[config.mk]
export PLATFORM = sky130hd
export DESIGN_NAME = imem_loader_ctrl
export DESIGN_NICKNAME = d
export VERILOG_FILES = /design/src/rtl/imem_loader_ctrl.sv
export SDC_FILE = /design/constraint.sdc
export NUM_CORES = 1
export LEC_CHECK = 0
export ABC_AREA = 1
export CAP_MARGIN = 20
export CORE_MARGIN = 2
export CORE_UTILIZATION = 51
export CTS_CLUSTER_DIAMETER = 150
export DETAILED_ROUTE_END_ITERATION = 8
export PLACE_DENSITY = 0.86
export SETUP_SLACK_MARGIN = 0.05
export SYNTH_ARGS = -nofsm -noshare
export SYNTH_HDL_FRONTEND = slang
export SYNTH_SLANG_ARGS = --single-unit
[constraint.sdc]
create_clock -name clk -period 3 [get_ports clk]
set_input_delay 0.6 -clock clk [delete_from_list [all_inputs] [get_ports clk]]
set_output_delay 0.6 -clock clk [all_outputs]
set_load 0.02 [all_outputs]
[src/rtl/imem_loader_ctrl.sv]
// Instruction-memory boot/reload sequencer.
// Accepts 32-bit words over a valid/ready stream and writes each word into the
// CPU load port as four big-endian byte writes. The CPU is held off (pc_enable=0)
// until every word is written.
//
// state      | meaning
// -----------+--------------------------------------------------------------
// S_IDLE     | nothing loaded or load aborted; waiting for a valid start
// S_WAIT     | load in progress, ready for the next instruction word
// S_WRITE    | emitting the four byte writes of the latched word
// S_DRAIN    | one settle cycle after the final write, before fetch begins
// S_RUN      | program committed, CPU running; a new start reloads
module imem_loader_ctrl #(
  parameter logic [31:0] BASE_ADDR = 32'h0000_0000,
  parameter int          MAX_WORDS = 256,
  parameter int          LEN_W     = 9
) (
  input  logic             clk,
  input  logic             rst,
  input  logic             start,
  input  logic [LEN_W-1:0] num_words,
  input  logic             abort,
  input  logic             word_valid,
  input  logic [31:0]      word_data,
  output logic             word_ready,
  output logic             We,
  output logic [31:0]      write_address,
  output logic [7:0]       write_data,
  output logic             pc_enable,
  output logic             pipe_flush,
  output logic             busy,
  output logic             done,
  output logic             error
);

  localparam logic [2:0] S_IDLE  = 3'd0;
  localparam logic [2:0] S_WAIT  = 3'd1;
  localparam logic [2:0] S_WRITE = 3'd2;
  localparam logic [2:0] S_DRAIN = 3'd3;
  localparam logic [2:0] S_RUN   = 3'd4;

  localparam logic [LEN_W-1:0] MAX_LEN = LEN_W'(MAX_WORDS);

  logic [2:0]       state;
  logic [LEN_W-1:0] len_q;
  logic [LEN_W-1:0] word_idx;
  logic [LEN_W-1:0] word_idx_nxt;
  logic [1:0]       byte_idx;
  logic [31:0]      word_q;
  logic             done_q;
  logic             error_q;
  logic             loading;
  logic             len_ok;
  logic [7:0]       byte_sel;

  assign loading      = (state == S_WAIT) || (state == S_WRITE) || (state == S_DRAIN);
  assign len_ok       = (num_words != '0) && (num_words <= MAX_LEN);
  assign word_idx_nxt = word_idx + LEN_W'(1);

  // Sequencer state, counters and the one-cycle done/error pulses
  always_ff @(posedge clk) begin
    if (rst) begin
      state    <= S_IDLE;
      len_q    <= '0;
      word_idx <= '0;
      byte_idx <= '0;
      word_q   <= '0;
      done_q   <= 1'b0;
      error_q  <= 1'b0;
    end else begin
      done_q  <= 1'b0;
      error_q <= 1'b0;
      if (loading && abort) begin
        // Abandon mid-word; bytes already written stay in memory.
        state <= S_IDLE;
      end else begin
        case (state)
          S_IDLE, S_RUN: begin
            if (start) begin
              if (len_ok) begin
                len_q    <= num_words;
                word_idx <= '0;
                state    <= S_WAIT;
              end else begin
                error_q <= 1'b1;
              end
            end
          end
          S_WAIT: begin
            if (word_valid) begin
              word_q   <= word_data;
              byte_idx <= 2'd0;
              state    <= S_WRITE;
            end
          end
          S_WRITE: begin
            byte_idx <= byte_idx + 2'd1;
            if (byte_idx == 2'd3) begin
              word_idx <= word_idx_nxt;
              state    <= (word_idx_nxt == len_q) ? S_DRAIN : S_WAIT;
            end
          end
          S_DRAIN: begin
            state  <= S_RUN;
            done_q <= 1'b1;
          end
          default: state <= S_IDLE;
        endcase
      end
    end
  end

  // Big-endian byte select: byte 0 carries the most significant byte
  always_comb begin
    byte_sel = 8'h00;
    case (byte_idx)
      2'd0:    byte_sel = word_q[31:24];
      2'd1:    byte_sel = word_q[23:16];
      2'd2:    byte_sel = word_q[15:8];
      default: byte_sel = word_q[7:0];
    endcase
  end

  // Load-port and status outputs decoded from state; bus is zero when idle
  always_comb begin
    word_ready    = (state == S_WAIT);
    We            = (state == S_WRITE);
    write_address = 32'h0;
    write_data    = 8'h00;
    if (state == S_WRITE) begin
      write_address = BASE_ADDR + (32'(word_idx) << 2) + 32'(byte_idx);
      write_data    = byte_sel;
    end
    pc_enable  = (state == S_RUN);
    pipe_flush = loading;
    busy       = loading;
    done       = done_q;
    error      = error_q;
  end

endmodule

# --- Word-level counts from Yosys, hierarchy flattened ---
# Cells that the tools add are included.
word_totals:
  regBits: 57
  inputBits: 46
  out_inout_bits: 47
  wordCells: 60
classes:
  add_sub_neg: 3
  magnitude_cmp: 1
  eq_ne: 12
  muxes: 17
  n_bitwise: 3
  reduce_logical: 17
op_table:
  columns: ["operator", "count"]
  rows:
  - ["$mux W9", 3]
  - ["$pmux W8 S3", 1]
  - ["$pmux W9 S2", 1]
  - ["$add A11 B2 Y12", 1]
  - ["$mux W12", 1]
  - ["$mux W3", 4]
  - ["$pmux W3 S4", 1]
  - ["$add A9 B1 Y9 const B", 1]
  - ["$eq A9 B9 Y1", 1]
  - ["$le A9 B9 Y1 const B", 1]
  - ["$reduce_bool A9 Y1", 1]
  - ["$mux W8", 1]
  - ["$reduce_and A4 Y1", 2]
  - ["$eq A3 B2 Y1 const B", 2]
  - ["$ne A2 B2 Y1 const B", 3]
  - ["$reduce_and A3 Y1", 2]
  - ["$reduce_and A5 Y1", 1]
  - ["$eq A2 B2 Y1 const B", 2]
  - ["$mux W2", 2]
  - ["$pmux W2 S2", 1]
  - ["$reduce_bool A2 Y1", 2]
  - ["$reduce_or A2 Y1", 2]
  - ["$reduce_or A4 Y1", 1]
  - ["$eq A3 B1 Y1 const B", 1]
  - ["other kinds (10)", 15]

# --- Depth between registers and ports, before layout ---
# Gate-level depths: netlist of the first run.
depth:
  depth_word: 6
  ltp_mapped: 14
  depth_no_buf: 14

# --- Worst setup path after synthesis of the first run ---
# Ideal clock, no wire load.
synth_timing:
  path_kind: "register to output"
  start: "register state[1]"
  end: "output write_data[0]"
  t_arrival_ps: 1558
  required_time_ps: 2400
  path_slack_ps: 842
  stages_incl_launch_ff: 6
  path_buffers: 1
  path_cell_list: "dfxtp_1 inv_1 nor3_4 clkbuf_1 o21ai_0 a31oi_1"
synth_via:
  elab_chain_cells: 2
synth_lines:
  columns: ["element", "line", "source"]
  rows:
  - ["start, declared", "44", "logic [2:0] state;"]
  - ["start signal, assigned", "100", "state <= (word_idx_nxt == len_q) ? S_DRAIN : S_WAIT;"]
  - ["$eq A3 B2 Y1", null, null]
  - ["net We", "26", "output logic We,"]
  - ["$mux W8", "130", "if (state == S_WRITE) begin"]
  - ["end, declared", "28", "output logic [7:0] write_data,"]
# The timed path passes the listed nets, and every way through them passes these cells.

# --- Worst setup path in the final report of the first run ---
layout_timing:
  start: "register state[1]"
  end: "output write_data[4]"
layout_via:
  elab_chain_cells: 2
layout_lines:
  columns: ["element", "line"]
  rows:
  - ["$eq A3 B2 Y1", "130"]
  - ["$mux W8", "130"]
# No other way between the ends.

==> results.toml, run 1 <==
[status]
status = "completed"

[timing]
fin_skew_ps = 6.25
slew_headroom_pct = 55.0
finalSetupViolations = 0
drv_slew = 0
timing.hold.ws_ps = 470
grt_setup_unrepaired = "no"
period_share_pct = 94.7
setup_tns_ps = 0
worst_slew_pin_slew_ps = 675
max_freq_mhz = 352
finalHoldViolations = 0
min_period_ps = 2840

[placed_design]
place_hpwl_um = 5870
gp_congestion = 0.966
io_buffers = 71

[final_layout]
nets = 575
multi_input_area_um2 = 1550
syn_to_final_growth_pct = 28.7
drive_gt1_share_pct = 4.73
antenna_cells = 0
ff_latch_area_um2 = 1140
fillCellCount = 485

[synth]
syn-cell-area_um2 = 3010
synth_top_area_cell = "dfxtp_1"
synth_edf_count = 0
yosysTopAreaCellShare_pct = 37.9
netlist_instances = 459
ys_ff_latch = 57
async_flop_share_pct = 0
synth_area_leaders = "dfxtp_1 38%, nor2_1 14%, o21ai_0 9.6%"
ys_warn_count = 0
avgSynthCellArea_um2 = 6.56
seq_area_frac_synth_pct = 37.9
post-synth-top-count-cell = "nor2_1"
synth_common_cells = "110 x nor2_1, 76 x nand2_1, 58 x o21ai_0"
synth_cell_type_count = 28
synth-main-ff-cell = "dfxtp_1"

[routing]
wl_per_cell_um = 13.7
drt-initial-drc-count = 295
avgViaCountPerCell = 5.37
ant_nets = 0
drt_pass1_iterations = 5
num_vias = 3219
drcViolationCount = 0
wirelength_um = 8220

[die]
initial_core_util_pct = 53.7
die_w_um = 80.8
io_pins = 93
dieArea_um2 = 6530
die_h_um = 80.8
coreArea_um2 = 5610
std_cell_rows = 27

[cts]
clock_latency_ps = 340
clockBufferDepth = 2
root_buffer = "clkbuf_8"
cts.sinks = 57
postCtsSetupRepairBufs = 0
path_clk_slew_ps = 70
h-tree-depth = 3
cts_buffers = 9
cts_tree = "done"

[worst_hold_path]
hold_path.class = "reg -> reg"

[global_routing]
grt_max_degree = 36
grt_pass1_wl_um = 13400
antenna_found_initial = 0
grtUsageTotal_pct = 26.5
grt_pass1_vias = 3076
overflow = 0

[power_and_ir_drop]
power_frac_comb_pct = 26.0
powerDensity_nw_per_um2 = 580
intPower_uw = 1500
p_sw_uw = 750
max-vdd-ir-drop_v = 0.000339
power_leakage_uw = 0.00169
swShare_pct = 33.4
p_clk_share_pct = 32.2
power_frac_seq_pct = 41.8

[setup_path]
endpoint_kind = "output port"
start_kind = "register"
slowest_delay_ps = 640
arrival_ps = 2240
crit_chain = "inv_1, nor3_4, buf_4, o21ai_0, a31oi_1, clkdlybuf4s50_1"
crit_required_ps = 2400
worstPathMaxFanout = 13
crit_type = "reg -> out"
ff2ff_setup_slack_ps = 940
slowest_stage = "clkdlybuf4s50_1"

[job]
drv_cap = 0
[registers in the layout, indices dropped and copies added, names as in the netlist]
| register | count |
|---|---|
| byte_idx | 2 |
| done | 1 |
| error | 1 |
| len_q | 9 |
| state | 3 |
| word_idx | 9 |
| word_q | 32 |
[final cells by class]
type / instances / share of cell area, %
sequential: 57 / 29.4
multi-input combinational: 343 / 40.0
clock inverter: 3 / 1.03
timing repair buffer: 77 / 19.7
inverter: 36 / 3.49
clock buffer: 12 / 4.00
tap: 72 / 2.32
[metal layers]
metal | share of wire (%) | global-route usage, % | up-vias | routed length [um]
met3 | 8.8 | 6.44 | 26 | 723
met5 | 0 | 0 | - | 0
li1 | - | - | 1562 | -
met1 | 39 | 29.9 | 1435 | 3210
met4 | 3.2 | 13.4 | 0 | 263
met2 | 49 | 46.4 | 196 | 4020
[logic make-up (layout without fill, tap and decap cells)]
group	after synthesis	in the layout	synth area share, %
XOR/XNOR	2	2	0.582
AO/OA/AOI/OAI	98	98	17.2
flip-flops	57	57	37.9
other	1	21	0.125
adder cells (fa/ha/maj)	5	5	2.08
buffers and inverters	79	128	13.1
AND/OR/NAND/NOR	217	217	29.1
[through the flow]
step,instance area [um^2],std cells,setup slack [ps],utilization [%],total power (uW)
global placement,3670,585,590,65.5,1500
finish,3870,600,160,69.1,2250
detailed placement,3670,585,546,65.5,1520
global route,3870,600,61.6,69.1,2360
floorplan,3090,479,842,-,1350
CTS,3870,600,140,69.0,2240
[worst max-delay path, delay by kind of cell (launching register included)]
kind / cells / cell delay, ps
compound gates: 2 / 310
flops: 1 / 370
buf+inv: 3 / 980
simple gates: 1 / 230
[worst paths after layout]
path	endpoint	from	depth (start not counted)
worst max-delay path	write_data[4]	state[1]	6
worst min register to register	len_q[4]	len_q[4]	2
worst min-delay path	len_q[4]	len_q[4]	2
worst max register to register	state[1]	word_idx[0]	13
[timing repair]
| action | CTS | global route |
|---|---|---|
| setup endpoints to repair | 0 | 3 |
| hold buffers | 0 | 0 |
| resized for setup | 0 | 3 |
[power by group through the flow]
stage	Sequential, uW	Combinational, uW	Clock [uW]
after CTS	936	579	723
final	938	585	724
after global placement	947	557	0
after detailed placement	950	573	0
after floorplan	922	432	0
after global routing	948	658	757
[placed cells by master (no fill, tap or decap), drive strengths merged]
cell type	instances
o21ai	59
or2	1
nor3b	1
nor2	111
xor2	1
a21oi	26
clkbuf	12
o211ai	1
o21bai	1
nand2	76
conb	21
a211oi	3
clkdlybuf4s50	68
xnor2	1
nand4	4
buf	6
nor3	2
a31oi	8
dfxtp	57
ha	5
clkinv	2
nand3	22
dlymetal6s2s	3
inv	36
bufinv	1
Note: power is estimated with default switching activity, not from simulation.
==> inputs of run 2 (changes only) <==
==> constraint.sdc (replaced) <==
create_clock -name clk -period 3 [get_ports clk]
set_input_delay 0.3 -clock clk [delete_from_list [all_inputs] [get_ports clk]]
set_output_delay 0.3 -clock clk [all_outputs]
set_load 0.02 [all_outputs]
==> run 2 against run 1 <==
Non-clock buffer count down 3; hold slack better by 5.2 ps; highest routed layer unchanged; critical path depth down 1; total power up 1.1%; cell area down 0.45%; setup slack better by 150 ps.
==> results.toml, run 2 (synthesized netlist as in run 1, its figures left out) <==
[status]
status = "completed"

[timing]
finalSetupViolations = 0
min_period_ps = 2690
fin_skew_ps = 10.5
worst_slew_pin_slew_ps = 698
finalHoldViolations = 0
max_freq_mhz = 371
drv_slew = 0
grt_setup_unrepaired = "no"
slew_headroom_pct = 53.4
timing.hold.ws_ps = 475
period_share_pct = 89.8
setup_tns_ps = 0

[power_and_ir_drop]
powerDensity_nw_per_um2 = 589
power_leakage_uw = 0.00163
max-vdd-ir-drop_v = 0.000271

[worst_hold_path]
min_delay_path_depth = 2
hold_path.class = "reg -> reg"

[routing]
drcViolationCount = 0
drt-initial-drc-count = 214
drt_pass1_iterations = 6
wirelength_um = 8010
avgViaCountPerCell = 5.33
wl_per_cell_um = 13.4
ant_nets = 0
num_vias = 3189

[die]
coreArea_um2 = 5610
io_pins = 93
dieArea_um2 = 6530
initial_core_util_pct = 53.7
die_w_um = 80.8
std_cell_rows = 27
die_h_um = 80.8

[final_layout]
mostFrequentLayoutCell = "nor2_1"
antenna_cells = 0
drive_gt1_share_pct = 4.18
top_register = "word_q"
nets = 572
syn_to_final_growth_pct = 28.1
fillCellCount = 499
top_regs = "word_q x32, len_q x9, word_idx x9"
layout_common_cells = "110 x nor2_1, 76 x nand2_1, 71 x clkdlybuf4s50_1, 58 x o21ai_0, 57 x dfxtp_1"
largest_reg_flops = 32

[setup_path]
crit_buf_inv = 3
slowest_delay_ps = 640
crit_type = "reg -> out"
cpLargestDelayFamily = "buffers and inverters"
crit_cells = 5
crit_required_ps = 2700
r2r_cells = 9
endpoint_kind = "output port"
slowest_stage = "clkdlybuf4s50_1"
start_kind = "register"
crit_chain = "inv_1, nor3_4, inv_2, nor2_1, clkdlybuf4s50_1"
worstPathMaxFanout = 20
arrival_ps = 2390

[placed_design]
gp_congestion = 0.963
io_buffers = 71
place_hpwl_um = 5530

[cts]
cts_tree = "done"
cts.sinks = 57
path_clk_slew_ps = 60
h-tree-depth = 3
cts_buffers = 9
hold_buffers = 0
cts_resized = 0
clockBufferDepth = 2
clock_latency_ps = 340
root_buffer = "clkbuf_8"
postCtsSetupRepairBufs = 0

[global_routing]
grt_pass1_vias = 2895
grt_pass1_wl_um = 13000
grtUsageTotal_pct = 25.6
antenna_found_initial = 0
overflow = 0
grt_max_degree = 36

[job]
drv_cap = 0
-- run 2: cell count changes in the layout (fill, tap and decap cells not counted) --
cell,change
clkbuf_8,+1
buf_4,-3
clkbuf_1,+1
clkdlybuf4s50_1,+3
clkinv_2,-1
dlymetal6s2s_1,-3
-- run 2: layer usage --
layer / up-vias / global-route usage [%] / part of all wire [%]
li1: 1557 / - / -
met1: 1444 / 31.5 / 42
met2: 177 / 42.6 / 48
met3: 11 / 6.56 / 8.5
met4: 0 / 10.8 / 1.7
met5: - / 0 / 0
-- run 2: final cells by class --
| cell class | instances | area, um^2 | area share (%) |
|---|---|---|---|
| Multi-Input combinational cell | 343 | 1550 | 40.2 |
| Sequential cell | 57 | 1140 | 29.6 |
| Timing Repair Buffer | 74 | 733 | 19.0 |
| Clock buffer | 14 | 173 | 4.48 |
| Inverter | 36 | 135 | 3.50 |
| Tap cell | 72 | 90.1 | 2.34 |
| Clock inverter | 2 | 35.0 | 0.908 |
-- run 2: per-stage QoR --
stage	util (%)	instance area, um^2	setup slack, ps	cells	power [uW]
2_1_floorplan	-	3090	1140	479	1350
5_1_grt	68.8	3860	166	598	2400
3_3_place_gp	65.1	3650	710	582	1500
4_1_cts	68.8	3860	250	598	2270
6_report	68.8	3860	305	598	2270
3_5_place_dp	65.1	3650	602	582	1520
-- run 2: power breakdown --
| group | switching (uW) | internal [uW] | leakage, uW | total [uW] |
|---|---|---|---|---|
| registers | 81.2 | 855 | 0.000465 | 936 |
| logic | 365 | 216 | 0.00106 | 581 |
| clock network | 302 | 451 | 0.000107 | 754 |
-- run 2: tightest hold or removal path, stage by stage (launching register included) --
cell     delay (ps)
dfxtp_1         320
inv_1            50
a21oi_1          50
-- run 2: worst paths after layout --
check / startpoint / end / slack (ps)
max: state[1] / write_address[1] / 310
min reg2reg: len_q[0] / len_q[0] / 480
min: len_q[0] / len_q[0] / 480
max reg2reg: state[1] / word_idx[8] / 730
==> patch (flow settings as in run 2) <==
Set the parameter `LEN_W` to 18 (it was 9).
--- a/src/rtl/imem_loader_ctrl.sv
+++ b/src/rtl/imem_loader_ctrl.sv
@@ -15,3 +15,3 @@
   parameter int          MAX_WORDS = 256,
-  parameter int          LEN_W     = 9
+  parameter int          LEN_W     = 18
 ) (
Ports: changed (resized num_words); port bits go from 93 to 102. The function was not compared with the original's and may differ.
==> patch against run 2 <==
  * Register-to-register slack better by 130 ps
  * Clock skew is 0.75 ps higher
  * First-iteration DRC count is 5.1% lower
  * Global-route usage is 0.13 points lower
  * Power is 14% lower
  * Sequential cell count is 18 higher
  * Synthesized area is 34% higher
  * Hold slack worse by 12 ps
  * Setup slack better by 66 ps
  * Combinational power is 77% lower
  * Synthesized cell count is 39% higher
  * Critical path depth stayed put
  * Wire length is 34% higher
  * Cell area is 33% higher
  * Largest cell class unchanged
==> patch: results <==
[status]
status = "finished, final reports clean"

[synthesis]
synth_cell_types = 30
syn_inst = 636
ys_top_cells_by_area = "dfxtp_1 (37%), nor2_1 (12%), nand2_1 (12%), o21ai_0 (8.4%), inv_1 (5.5%)"

[power_and_ir_drop]
vdd_drop_max_mv = 0.211
power.leakage_nw = 1.89
netSwitchingFraction_pct = 24.2

[sta]
worstMarginPinSlew_ps = 941
fin_crit_sh_pct = 87.6

[final_layout]
inverters_excl_clock = 62
final-clk-cell-share_pct = 4.06
top_regs = "word_q: 32 flops, len_q: 18 flops, word_idx: 18 flops"
buffers = 95
clockBufferCount = 10
num-multi-input-gates = 471
seq_share_pct = 29.2
multiInputGateArea_um2 = 2130
multi_input_area_share_pct = 41.5

[hold_path]
hp-start = "len_q[14]"

[cts]
clk_pin_slew_worst_paths_ps = 80
clk_latency_ps = 370

[placement]
post-place-cells = 805
placed_cell_area_um2 = 4930
portBuffers = 89

[worst_setup_path]
r2r.worst_path.cells = 13
r2r_end = "state[1]"
cp_data_arrival_time_ps = 2330
rr_startpoint = "word_idx[1]"
worstPathMaxFanout = 9

[global_routing]
grt_pass1_wl_mm = 17.5
grt_start_max_net_pins = 37

[route]
wire_per_inst_um = 13.1
patch: cell count changes after synthesis, moves of 4 or more:
| cell | delta |
|---|---|
| a21oi_1 | +18 |
| buf_4 | -8 |
| clkbuf_1 | +8 |
| dfxtp_1 | +18 |
| inv_1 | +24 |
| nand2_1 | +48 |
| nand3_1 | +15 |
| nand4_1 | +4 |
| nor2_1 | +21 |
| nor3_1 | +14 |
| o21ai_0 | +10 |
| o21ai_1 | +4 |
patch: kinds of logic (layout without fill, tap and decap cells):
logic type                 Yosys count  after routing  synth area share (%)
other                                1             12                0.0930
DFF                                 75             75                  37.2
buffers and inverters              101            173                  10.8
and+or+nand+nor                    328            328                  34.2
AOI/OAI and AO/OA                  125            125                  15.9
xor gates and xnor gates             1              1                 0.217
adders and majority gates            5              5                  1.55
patch: worst max-delay path by stage:
stage,to,depth (start not counted)
finish,write_data[2],5
global route,write_address[11],6
CTS,write_address[7],6
detailed placement,len_q[8],8
global placement,len_q[8],8
floorplan,write_data[0],6
patch: per-layer routing:
metal	part of all wire, %	GRT usage, %	routed length (um)
met3	6.0	4.23	648
met2	48	44.6	5200
met1	41	29.7	4450
met5	0	0	0
met4	4.1	13.5	439
patch: power by group through the flow:
stage	sequential (W)	combinational (W)	clock (W)
global placement	0.00102	0.000131	0
finish	0.000998	0.000134	0.000830
floorplan	0.00102	0.0000587	0
detailed placement	0.00102	0.000134	0
CTS	0.000998	0.000134	0.000829
global route	0.000998	0.000145	0.000878
patch: critical path, stage by stage (launching register included):
cell and delay [ps]:
dfxtp_1 340, ha_1 330, inv_1 230, o21ai_0 120, a31oi_1 280, clkdlybuf4s50_1 660
